===== config.mk =====
export PLATFORM = sky130hd
export DESIGN_NAME = alu_sequencer_flat
export DESIGN_NICKNAME = d
export VERILOG_FILES = /design/src/rtl/alu_sequencer_if.sv /design/src/rtl/alu_sequencer.sv /design/src/flat_wrapper.sv
export SDC_FILE = /design/constraint.sdc
export NUM_CORES = 1
export LEC_CHECK = 0
export ABC_CLOCK_PERIOD_IN_PS = 2500
export CORE_UTILIZATION = 47
export DETAILED_ROUTE_END_ITERATION = 16
export PLACE_DENSITY = 0.79
export SLEW_MARGIN = 20
export SYNTH_ARGS = -nofsm -noshare
export SYNTH_HDL_FRONTEND = slang
export SYNTH_SLANG_ARGS = --single-unit

===== constraint.sdc =====
create_clock -name clock -period 2.5 [get_ports clock]
set_input_delay 0.5 -clock clock [delete_from_list [all_inputs] [get_ports clock]]
set_output_delay 0.5 -clock clock [all_outputs]
set_load 0.02 [all_outputs]

===== src/rtl/alu_sequencer_if.sv =====
// alu_sequencer_if -- bundle of the ALU sequencer request/control signals.
//   start, opcode          : instruction request (driven by master)
//   rb_out .. hi_in        : datapath bus gates and register loads
//   add .. not_op          : one-hot ALU operation strobes
//   busy, done, illegal    : sequencer status
// Modports: master (requester side), slave (sequencer side).
interface alu_sequencer_if;
  logic       start;
  logic [4:0] opcode;
  logic       rb_out, rc_out, yin, zin, zlow_out, zhigh_out;
  logic       ra_in, lo_in, hi_in;
  logic       add, sub, mul, div, and_op, or_op, shr, shra, shl, ror, rol, neg, not_op;
  logic       busy, done, illegal;

  modport master (
    output start, opcode,
    input  rb_out, rc_out, yin, zin, zlow_out, zhigh_out, ra_in, lo_in, hi_in,
    input  add, sub, mul, div, and_op, or_op, shr, shra, shl, ror, rol, neg, not_op,
    input  busy, done, illegal
  );

  modport slave (
    input  start, opcode,
    output rb_out, rc_out, yin, zin, zlow_out, zhigh_out, ra_in, lo_in, hi_in,
    output add, sub, mul, div, and_op, or_op, shr, shra, shl, ror, rol, neg, not_op,
    output busy, done, illegal
  );
endinterface


===== src/rtl/alu_sequencer.sv =====
// alu_sequencer -- control-step sequencer for one ALU instruction.
//   clock : rising-edge clock
//   clear : asynchronous active-low reset
//   bus   : alu_sequencer_if.slave (start/opcode in; gates, loads, strobes,
//           busy/done/illegal out)
// Parameter EXEC_CYCLES (1-15): cycles spent in EXEC.
// Optional build macro ILLEGAL_TRAP_EN: an illegal opcode parks the
// sequencer in TRAP (busy+illegal) until clear; otherwise illegal pulses
// for one cycle and the sequencer stays idle.
module alu_sequencer #(
  parameter int unsigned EXEC_CYCLES = 1
) (
  input logic           clock,
  input logic           clear,
  alu_sequencer_if.slave bus
);

  typedef enum logic [2:0] {
    S_IDLE, S_T_Y, S_EXEC, S_WB_LO, S_WB_HI
`ifdef ILLEGAL_TRAP_EN
    , S_TRAP
`endif
  } state_t;

  // One-hot order: add sub mul div and or shr shra shl ror rol neg not
  function automatic logic [12:0] decode(input logic [4:0] op);
    case (op)
      5'b00011: decode = 13'd1 << 12;
      5'b00100: decode = 13'd1 << 11;
      5'b01111: decode = 13'd1 << 10;
      5'b10000: decode = 13'd1 << 9;
      5'b01010: decode = 13'd1 << 8;
      5'b01011: decode = 13'd1 << 7;
      5'b00101: decode = 13'd1 << 6;
      5'b00110: decode = 13'd1 << 5;
      5'b00111: decode = 13'd1 << 4;
      5'b01000: decode = 13'd1 << 3;
      5'b01001: decode = 13'd1 << 2;
      5'b10001: decode = 13'd1 << 1;
      5'b10010: decode = 13'd1;
      default:  decode = '0;
    endcase
  endfunction

  state_t      state, next_state;
  logic [3:0]  exec_cnt;
  logic [12:0] op_q;      // latched opcode, held in decoded one-hot form
  logic [12:0] in_dec;
  logic        done_q;
  logic        op_md, op_un;
  logic [12:0] strobe;
  logic        rb_out, rc_out, yin, zin, zlow_out, zhigh_out, ra_in, lo_in, hi_in;

  assign in_dec = decode(bus.opcode);
  assign op_md  = op_q[10] | op_q[9];
  assign op_un  = op_q[1]  | op_q[0];

  always_ff @(posedge clock or negedge clear) begin
    if (!clear) state <= S_IDLE;
    else        state <= next_state;
  end

  always_comb begin
    next_state = state;
    strobe     = '0;
    rb_out     = 1'b0;
    rc_out     = 1'b0;
    yin        = 1'b0;
    zin        = 1'b0;
    zlow_out   = 1'b0;
    zhigh_out  = 1'b0;
    ra_in      = 1'b0;
    lo_in      = 1'b0;
    hi_in      = 1'b0;
    case (state)
      S_IDLE: begin
        if (bus.start) begin
          if (in_dec == '0) begin
`ifdef ILLEGAL_TRAP_EN
            next_state = S_TRAP;
`else
            next_state = S_IDLE;
`endif
          end else if (in_dec[1] | in_dec[0]) begin
            next_state = S_EXEC;
          end else begin
            next_state = S_T_Y;
          end
        end
      end
      S_T_Y: begin
        rb_out     = 1'b1;
        yin        = 1'b1;
        next_state = S_EXEC;
      end
      S_EXEC: begin
        zin    = 1'b1;
        strobe = op_q;
        if (op_un) rb_out = 1'b1;
        else       rc_out = 1'b1;
        if (exec_cnt == 4'd0) next_state = S_WB_LO;
      end
      S_WB_LO: begin
        zlow_out = 1'b1;
        if (op_md) begin
          lo_in      = 1'b1;
          next_state = S_WB_HI;
        end else begin
          ra_in      = 1'b1;
          next_state = S_IDLE;
        end
      end
      S_WB_HI: begin
        zhigh_out  = 1'b1;
        hi_in      = 1'b1;
        next_state = S_IDLE;
      end
`ifdef ILLEGAL_TRAP_EN
      S_TRAP: next_state = S_TRAP;
`endif
      default: next_state = S_IDLE;
    endcase
  end

  // Counter is loaded with EXEC_CYCLES-1 on entry and counts down to zero,
  // holding there; EXEC exits when it reads zero.
  always_ff @(posedge clock or negedge clear) begin
    if (!clear) begin
      exec_cnt <= '0;
      op_q     <= '0;
      done_q   <= 1'b0;
    end else begin
      if (state != S_EXEC && next_state == S_EXEC)
        exec_cnt <= 4'(EXEC_CYCLES - 1);
      else if (state == S_EXEC && exec_cnt != 4'd0)
        exec_cnt <= exec_cnt - 4'd1;
      if (state == S_IDLE && bus.start)
        op_q <= in_dec;
      done_q <= (state == S_WB_LO && !op_md) || (state == S_WB_HI);
    end
  end

`ifdef ILLEGAL_TRAP_EN
  assign bus.illegal = (state == S_TRAP);
`else
  logic illegal_q;
  always_ff @(posedge clock or negedge clear) begin
    if (!clear) illegal_q <= 1'b0;
    else        illegal_q <= (state == S_IDLE) && bus.start && (in_dec == '0);
  end
  assign bus.illegal = illegal_q;
`endif

  assign bus.rb_out    = rb_out;
  assign bus.rc_out    = rc_out;
  assign bus.yin       = yin;
  assign bus.zin       = zin;
  assign bus.zlow_out  = zlow_out;
  assign bus.zhigh_out = zhigh_out;
  assign bus.ra_in     = ra_in;
  assign bus.lo_in     = lo_in;
  assign bus.hi_in     = hi_in;
  assign {bus.add, bus.sub, bus.mul, bus.div, bus.and_op, bus.or_op, bus.shr,
          bus.shra, bus.shl, bus.ror, bus.rol, bus.neg, bus.not_op} = strobe;
  assign bus.busy = (state != S_IDLE);
  assign bus.done = done_q;

endmodule


===== src/flat_wrapper.sv =====
// flat-port wrapper written by rule: the top's interface ports become plain ports
module alu_sequencer_flat 
#(
  parameter int unsigned EXEC_CYCLES = 1
)
  (clock, clear, bus_start, bus_opcode, bus_rb_out, bus_rc_out, bus_yin, bus_zin, bus_zlow_out, bus_zhigh_out, bus_ra_in, bus_lo_in, bus_hi_in, bus_add, bus_sub, bus_mul, bus_div, bus_and_op, bus_or_op, bus_shr, bus_shra, bus_shl, bus_ror, bus_rol, bus_neg, bus_not_op, bus_busy, bus_done, bus_illegal);
  alu_sequencer_if bus_i ();
  input logic clock;
  input logic clear;
  input wire logic [$bits(bus_i.start)-1:0] bus_start;
  input wire logic [$bits(bus_i.opcode)-1:0] bus_opcode;
  output wire logic [$bits(bus_i.rb_out)-1:0] bus_rb_out;
  output wire logic [$bits(bus_i.rc_out)-1:0] bus_rc_out;
  output wire logic [$bits(bus_i.yin)-1:0] bus_yin;
  output wire logic [$bits(bus_i.zin)-1:0] bus_zin;
  output wire logic [$bits(bus_i.zlow_out)-1:0] bus_zlow_out;
  output wire logic [$bits(bus_i.zhigh_out)-1:0] bus_zhigh_out;
  output wire logic [$bits(bus_i.ra_in)-1:0] bus_ra_in;
  output wire logic [$bits(bus_i.lo_in)-1:0] bus_lo_in;
  output wire logic [$bits(bus_i.hi_in)-1:0] bus_hi_in;
  output wire logic [$bits(bus_i.add)-1:0] bus_add;
  output wire logic [$bits(bus_i.sub)-1:0] bus_sub;
  output wire logic [$bits(bus_i.mul)-1:0] bus_mul;
  output wire logic [$bits(bus_i.div)-1:0] bus_div;
  output wire logic [$bits(bus_i.and_op)-1:0] bus_and_op;
  output wire logic [$bits(bus_i.or_op)-1:0] bus_or_op;
  output wire logic [$bits(bus_i.shr)-1:0] bus_shr;
  output wire logic [$bits(bus_i.shra)-1:0] bus_shra;
  output wire logic [$bits(bus_i.shl)-1:0] bus_shl;
  output wire logic [$bits(bus_i.ror)-1:0] bus_ror;
  output wire logic [$bits(bus_i.rol)-1:0] bus_rol;
  output wire logic [$bits(bus_i.neg)-1:0] bus_neg;
  output wire logic [$bits(bus_i.not_op)-1:0] bus_not_op;
  output wire logic [$bits(bus_i.busy)-1:0] bus_busy;
  output wire logic [$bits(bus_i.done)-1:0] bus_done;
  output wire logic [$bits(bus_i.illegal)-1:0] bus_illegal;
  assign bus_i.start = bus_start;
  assign bus_i.opcode = bus_opcode;
  assign bus_rb_out = bus_i.rb_out;
  assign bus_rc_out = bus_i.rc_out;
  assign bus_yin = bus_i.yin;
  assign bus_zin = bus_i.zin;
  assign bus_zlow_out = bus_i.zlow_out;
  assign bus_zhigh_out = bus_i.zhigh_out;
  assign bus_ra_in = bus_i.ra_in;
  assign bus_lo_in = bus_i.lo_in;
  assign bus_hi_in = bus_i.hi_in;
  assign bus_add = bus_i.add;
  assign bus_sub = bus_i.sub;
  assign bus_mul = bus_i.mul;
  assign bus_div = bus_i.div;
  assign bus_and_op = bus_i.and_op;
  assign bus_or_op = bus_i.or_op;
  assign bus_shr = bus_i.shr;
  assign bus_shra = bus_i.shra;
  assign bus_shl = bus_i.shl;
  assign bus_ror = bus_i.ror;
  assign bus_rol = bus_i.rol;
  assign bus_neg = bus_i.neg;
  assign bus_not_op = bus_i.not_op;
  assign bus_busy = bus_i.busy;
  assign bus_done = bus_i.done;
  assign bus_illegal = bus_i.illegal;
  alu_sequencer #(.EXEC_CYCLES(EXEC_CYCLES)) u_core (.clock(clock), .clear(clear), .bus(bus_i));
endmodule

; Word level (Yosys, flattened, before mapping)
; Memories as Yosys holds them, arrays and structs flattened.
; Index checks and enable logic that the tools add are counted.
; W data, S select, Z words.
[classes]
n_reduce_logical = 13
addsub = 1
n_eq_ne = 6
n_mux = 21
bitwise = 3
[op_table]
columns = operator, count
row1 = $logic_not A13 Y1, 1
row2 = $mux W13, 1
row3 = $mux W3, 4
row4 = $pmux W3 S4, 1
row5 = $mux W1, 11
row6 = $eq A3 B2 Y1 const B, 3
row7 = $mux W4, 2
row8 = $logic_and A1 B1 Y1, 5
row9 = $logic_not A4 Y1, 1
row10 = $reduce_bool A4 Y1, 1
row11 = $sub A4 B1 Y4 const B, 1
row12 = $eq A3 B1 Y1 const B, 1
row13 = $eq A3 B3 Y1 const B, 1
row14 = $logic_not A3 Y1, 1
row15 = $ne A3 B2 Y1 const B, 1
row16 = $or A1 B1 Y1, 3
row17 = $reduce_bool A3 Y1, 1
row18 = $mux W2, 1
row19 = $pmux W1 S2, 1
row20 = $reduce_bool A2 Y1, 1
row21 = $logic_not A1 Y1, 1
row22 = $logic_or A1 B1 Y1, 1
[totals]
elab_cells = 50
out_inout_bits = 25
memories = 1
reg_bits = 22
inputBits = 8
rom_bits = 416
[memory_table]
columns = name, words, word_bits, rd, rd_clocked_by_memory_dff, write_ports, line_no
row1 = (no name shown), 32, 13, 1, 0, 0, alu_sequencer.sv:27  ; case (op)

; Longest topological paths before layout
; An unclocked memory read counts as a cell.
[logic_depth]
word_depth = 9
ltp_mapped = 6

; Worst setup path before layout
; Ideal clock, no wire load.
[synth_timing]
kind = reg2out
startpoint = register u_core.state[0]
endpoint = output port bus_and_op
required_ns = 2.000
arrival_time_ns = 1.589
path_slack_ns = 0.411
path_stages_with_launch = 6
cell_sequence = dfrtp_1 -> or3b_2 -> buf_2 -> inv_1 -> buf_4 -> and2_1
[synth_between]
elab_chain_len = 2
[synth_lines]
columns = item, line_no
row1 = from (decl), alu_sequencer.sv:45  ; state_t state, next_state;
row2 = from (signal assigned), alu_sequencer.sv:60  ; else state <= next_state;
row3 = $eq A3 B2 Y1, alu_sequencer.sv:75  ; case (state)
row4 = $mux W13, alu_sequencer.sv:75
row5 = to (decl), flat_wrapper.sv:25  ; output wire logic [$bits(bus_i.and_op)-1:0] bus_and_op;
; Every way passes these cells.

; Final worst setup path
[layout_timing]
startpoint = register u_core.state[0]
endpoint = output port bus_add
[layout_between]
elab_chain_len = 2
[layout_lines]
columns = item, line_no
row1 = $eq A3 B2 Y1, alu_sequencer.sv:75
row2 = $mux W13, alu_sequencer.sv:75
row3 = to (decl), flat_wrapper.sv:21  ; output wire logic [$bits(bus_i.add)-1:0] bus_add;
; Every way passes these cells.

==> qor.yml <==
syn_to_final_growth_pct: 34.8
root_buffer: "clkbuf_4"
post-place-cells: 186
track_usage: 0.214
ys_seq_area_frac: 0.470
cp_data_arrival_time_ps: 1950
routed_wl_um: 2670
cts_max_path_buffers: 2
cts_buffers: 3
worst_setup_path_start_kind: "register"
first_global_vias: 956
layout-drive-gt1-share: 0.209
dieArea_um2: 2700
power_leakage_nw: 0.778
crit_path_max_incr_delay_ps: 510
crit_chain: "or3b_2 > inv_1 > buf_4 > and2_1 > dlygate4sd2_1"
synth_cells: 123
finalSetupTns_ps: 0
die_x_um: 51.9
crit_buf_inv: 3
power.density_nw_per_um2: 820
clock_sinks: 22
cp_top_family: "simple AND/OR/NAND/NOR gates"
rows: 17
status: "complete, no violations"
hpwlAfterDp_um: 1990
hold-worst-slack_ps: 491
synth_top_area_frac: 0.470
fin_ws_ps: 45.9
drt-initial-drc-count: 19
core_area_um2: 2280
setup_viol: 0
path_max_fanout: 5
drc: 0
drtPass1Iterations: 4
io_buffers: 32
report.final.slew_viol_count: 0
worst_pin_slew_ps: 507
final_area_um2: 1580
ir_drop_uv: 513
htreeDepth: 1
ctsHoldBuffers: 0
clk_latency_ps: 310
dpl_cell_area_um2: 1550
synth_seq_cells: 22
grt_pass1_wl_um: 4230
initial_core_util: 0.515
grt_start_max_net_pins: 23
cp-end-kind: "output pin"
cap_viol_max_count: 0
grt_overflow: 0
worstHoldPathType: "reg2reg"
synth_area_um2: 1170
gp_congestion: 0.776
wl_per_cell_um: 14.0
stdcell_count: 191
antenna_left: 0
relSlewSlack: 0.659
cpMaxStageDelayCell: "or3b_2"
syn_area_per_cell_um2: 9.52
path_clk_slew_ps: 130
yosys-top-cells-area: "dfrtp_1 (47%), and2_1 (6.9%), nand2_1 (5.1%), o21ai_0 (3.8%), nor2_1 (3.2%)"
synth.largest_area_cell: "dfrtp_1"
yosysWarnings: 0
finalHoldViolCount: 0
die_y_um: 51.9
vias_per_cell: 5.27
fin_crit_sh: 0.982
io_pins: 33
num_vias: 1007
final.min_clock_period_ps: 2450
crit_required_ps: 2000
antenna_found_initial: 0
dp_slack_ps: 127
cts_tree: "done"
criticalPathCategory: "reg2out"
syn_nets: 132
num_antenna_cells: 0
skew_ps: 11.9
ys_types: 38
fmax_mhz: 407
nNetsFinal: 173
## cell usage after synthesis (all sizes together)
cell,number
nand2,16
o211ai,1
clkbuf,1
nor3,4
ha,1
nor2,11
a21boi,2
nand3,1
o21ai,13
a21bo,1
or3b,2
inv,6
nor3b,3
nand4b,1
nor2b,1
or3,3
and2,13
a22o,1
buf,4
o22ai,1
xnor2,1
dfrtp,22
a21oi,1
nand2b,4
a32o,1
a211oi,1
nand4,1
nor4,1
o31ai,1
or2,2
mux2i,1
nand3b,1
## cell type report
type | count | area [um2]
clock inverter | 1 | 30.0
timing repair buffer | 41 | 350
fill | 193 | 697
inverter | 6 | 22.5
sequential | 22 | 551
multi-input combinational | 90 | 568
tap | 28 | 35.0
clock buffer | 3 | 22.5
## sequential cells by signal, indices dropped and copies added (netlist names)
signal and count:
u_core.op_q 13, u_core.state 3, u_core.bus.done 1, u_core.bus.illegal 1
u_core.exec_cnt 4
## what timing repair did
action                     4_1_cts  5_1_grt
setup endpoints to repair       17       16
gates resized for setup         17       21
setup buffers                    0        1
## worst paths after layout
check,cells past startpoint,slack [ps],start,to
worst max-delay path,5,50,u_core.state[0]$_DFF_PN0_,bus_add
worst min-delay path,2,490,u_core.op_q[8]$_DFFE_PN0P_,u_core.op_q[8]$_DFFE_PN0P_
worst max register to register,5,820,u_core.state[0]$_DFF_PN0_,u_core.exec_cnt[3]$_DFFE_PN0P_
worst min register to register,2,490,u_core.op_q[8]$_DFFE_PN0P_,u_core.op_q[8]$_DFFE_PN0P_
max in group asynchronous,2,1760,clear,u_core.op_q[12]$_DFFE_PN0P_
min in group asynchronous,2,510,clear,u_core.state[0]$_DFF_PN0_
## layer usage
| layer | wire, um | GRT usage | part of all wire |
|---|---|---|---|
| met5 | 0 | 0 | 0 |
| met4 | 46 | 0.0946 | 0.017 |
| met3 | 148 | 0.0351 | 0.055 |
| met2 | 1310 | 0.350 | 0.49 |
| met1 | 1170 | 0.275 | 0.44 |
## stage by stage
| stage | utilization | total power [mW] |
|---|---|---|
| floorplan | - | 0.791 |
| global placement | 0.682 | 1.03 |
| detailed placement | 0.682 | 1.05 |
| CTS | 0.695 | 1.29 |
| global route | 0.694 | 1.38 |
| finish | 0.694 | 1.30 |
## worst register-to-register path, delay by kind of cell (launching register included)
family	cells	cell delay, ps
muxes	1	220
DFF	1	420
and+or+nand+nor	3	730
buffers and inverters	1	180
## where the power goes
group / switching [mW] / internal [mW]
Combinational: 0.330 / 0.258
Sequential: 0.0311 / 0.404
Clock: 0.110 / 0.162
## layout by cell type (no fill, tap or decap), types with 2 or more instances in the layout
master and instances:
a21boi_0 2, and2_1 13, buf_4 9, clkbuf_2 7, clkbuf_4 3, clkdlybuf4s15_1 4
clkdlybuf4s50_1 13, dfrtp_1 22, dlygate4sd2_1 6, dlymetal6s2s_1 2, inv_1 6, nand2_1 16
nand2b_1 3, nor2_1 10, nor3_1 4, nor3b_1 2, o21ai_0 9, o21ai_2 4
or2_2 2, or3_1 2, or3b_2 2
## logic make-up (layout without fill, tap and decap cells)
logic type      Yosys count  after routing  share of synthesized area
flops                    22             22                      0.470
buf+inv                  11             51                     0.0491
compound gates           23             23                      0.135
simple gates             64             64                      0.319
mux                       1              1                    0.00855
fa+ha+maj                 1              1                     0.0107
xor+xnor                  1              1                    0.00748
Note: power is estimated with default switching activity, not from simulation.
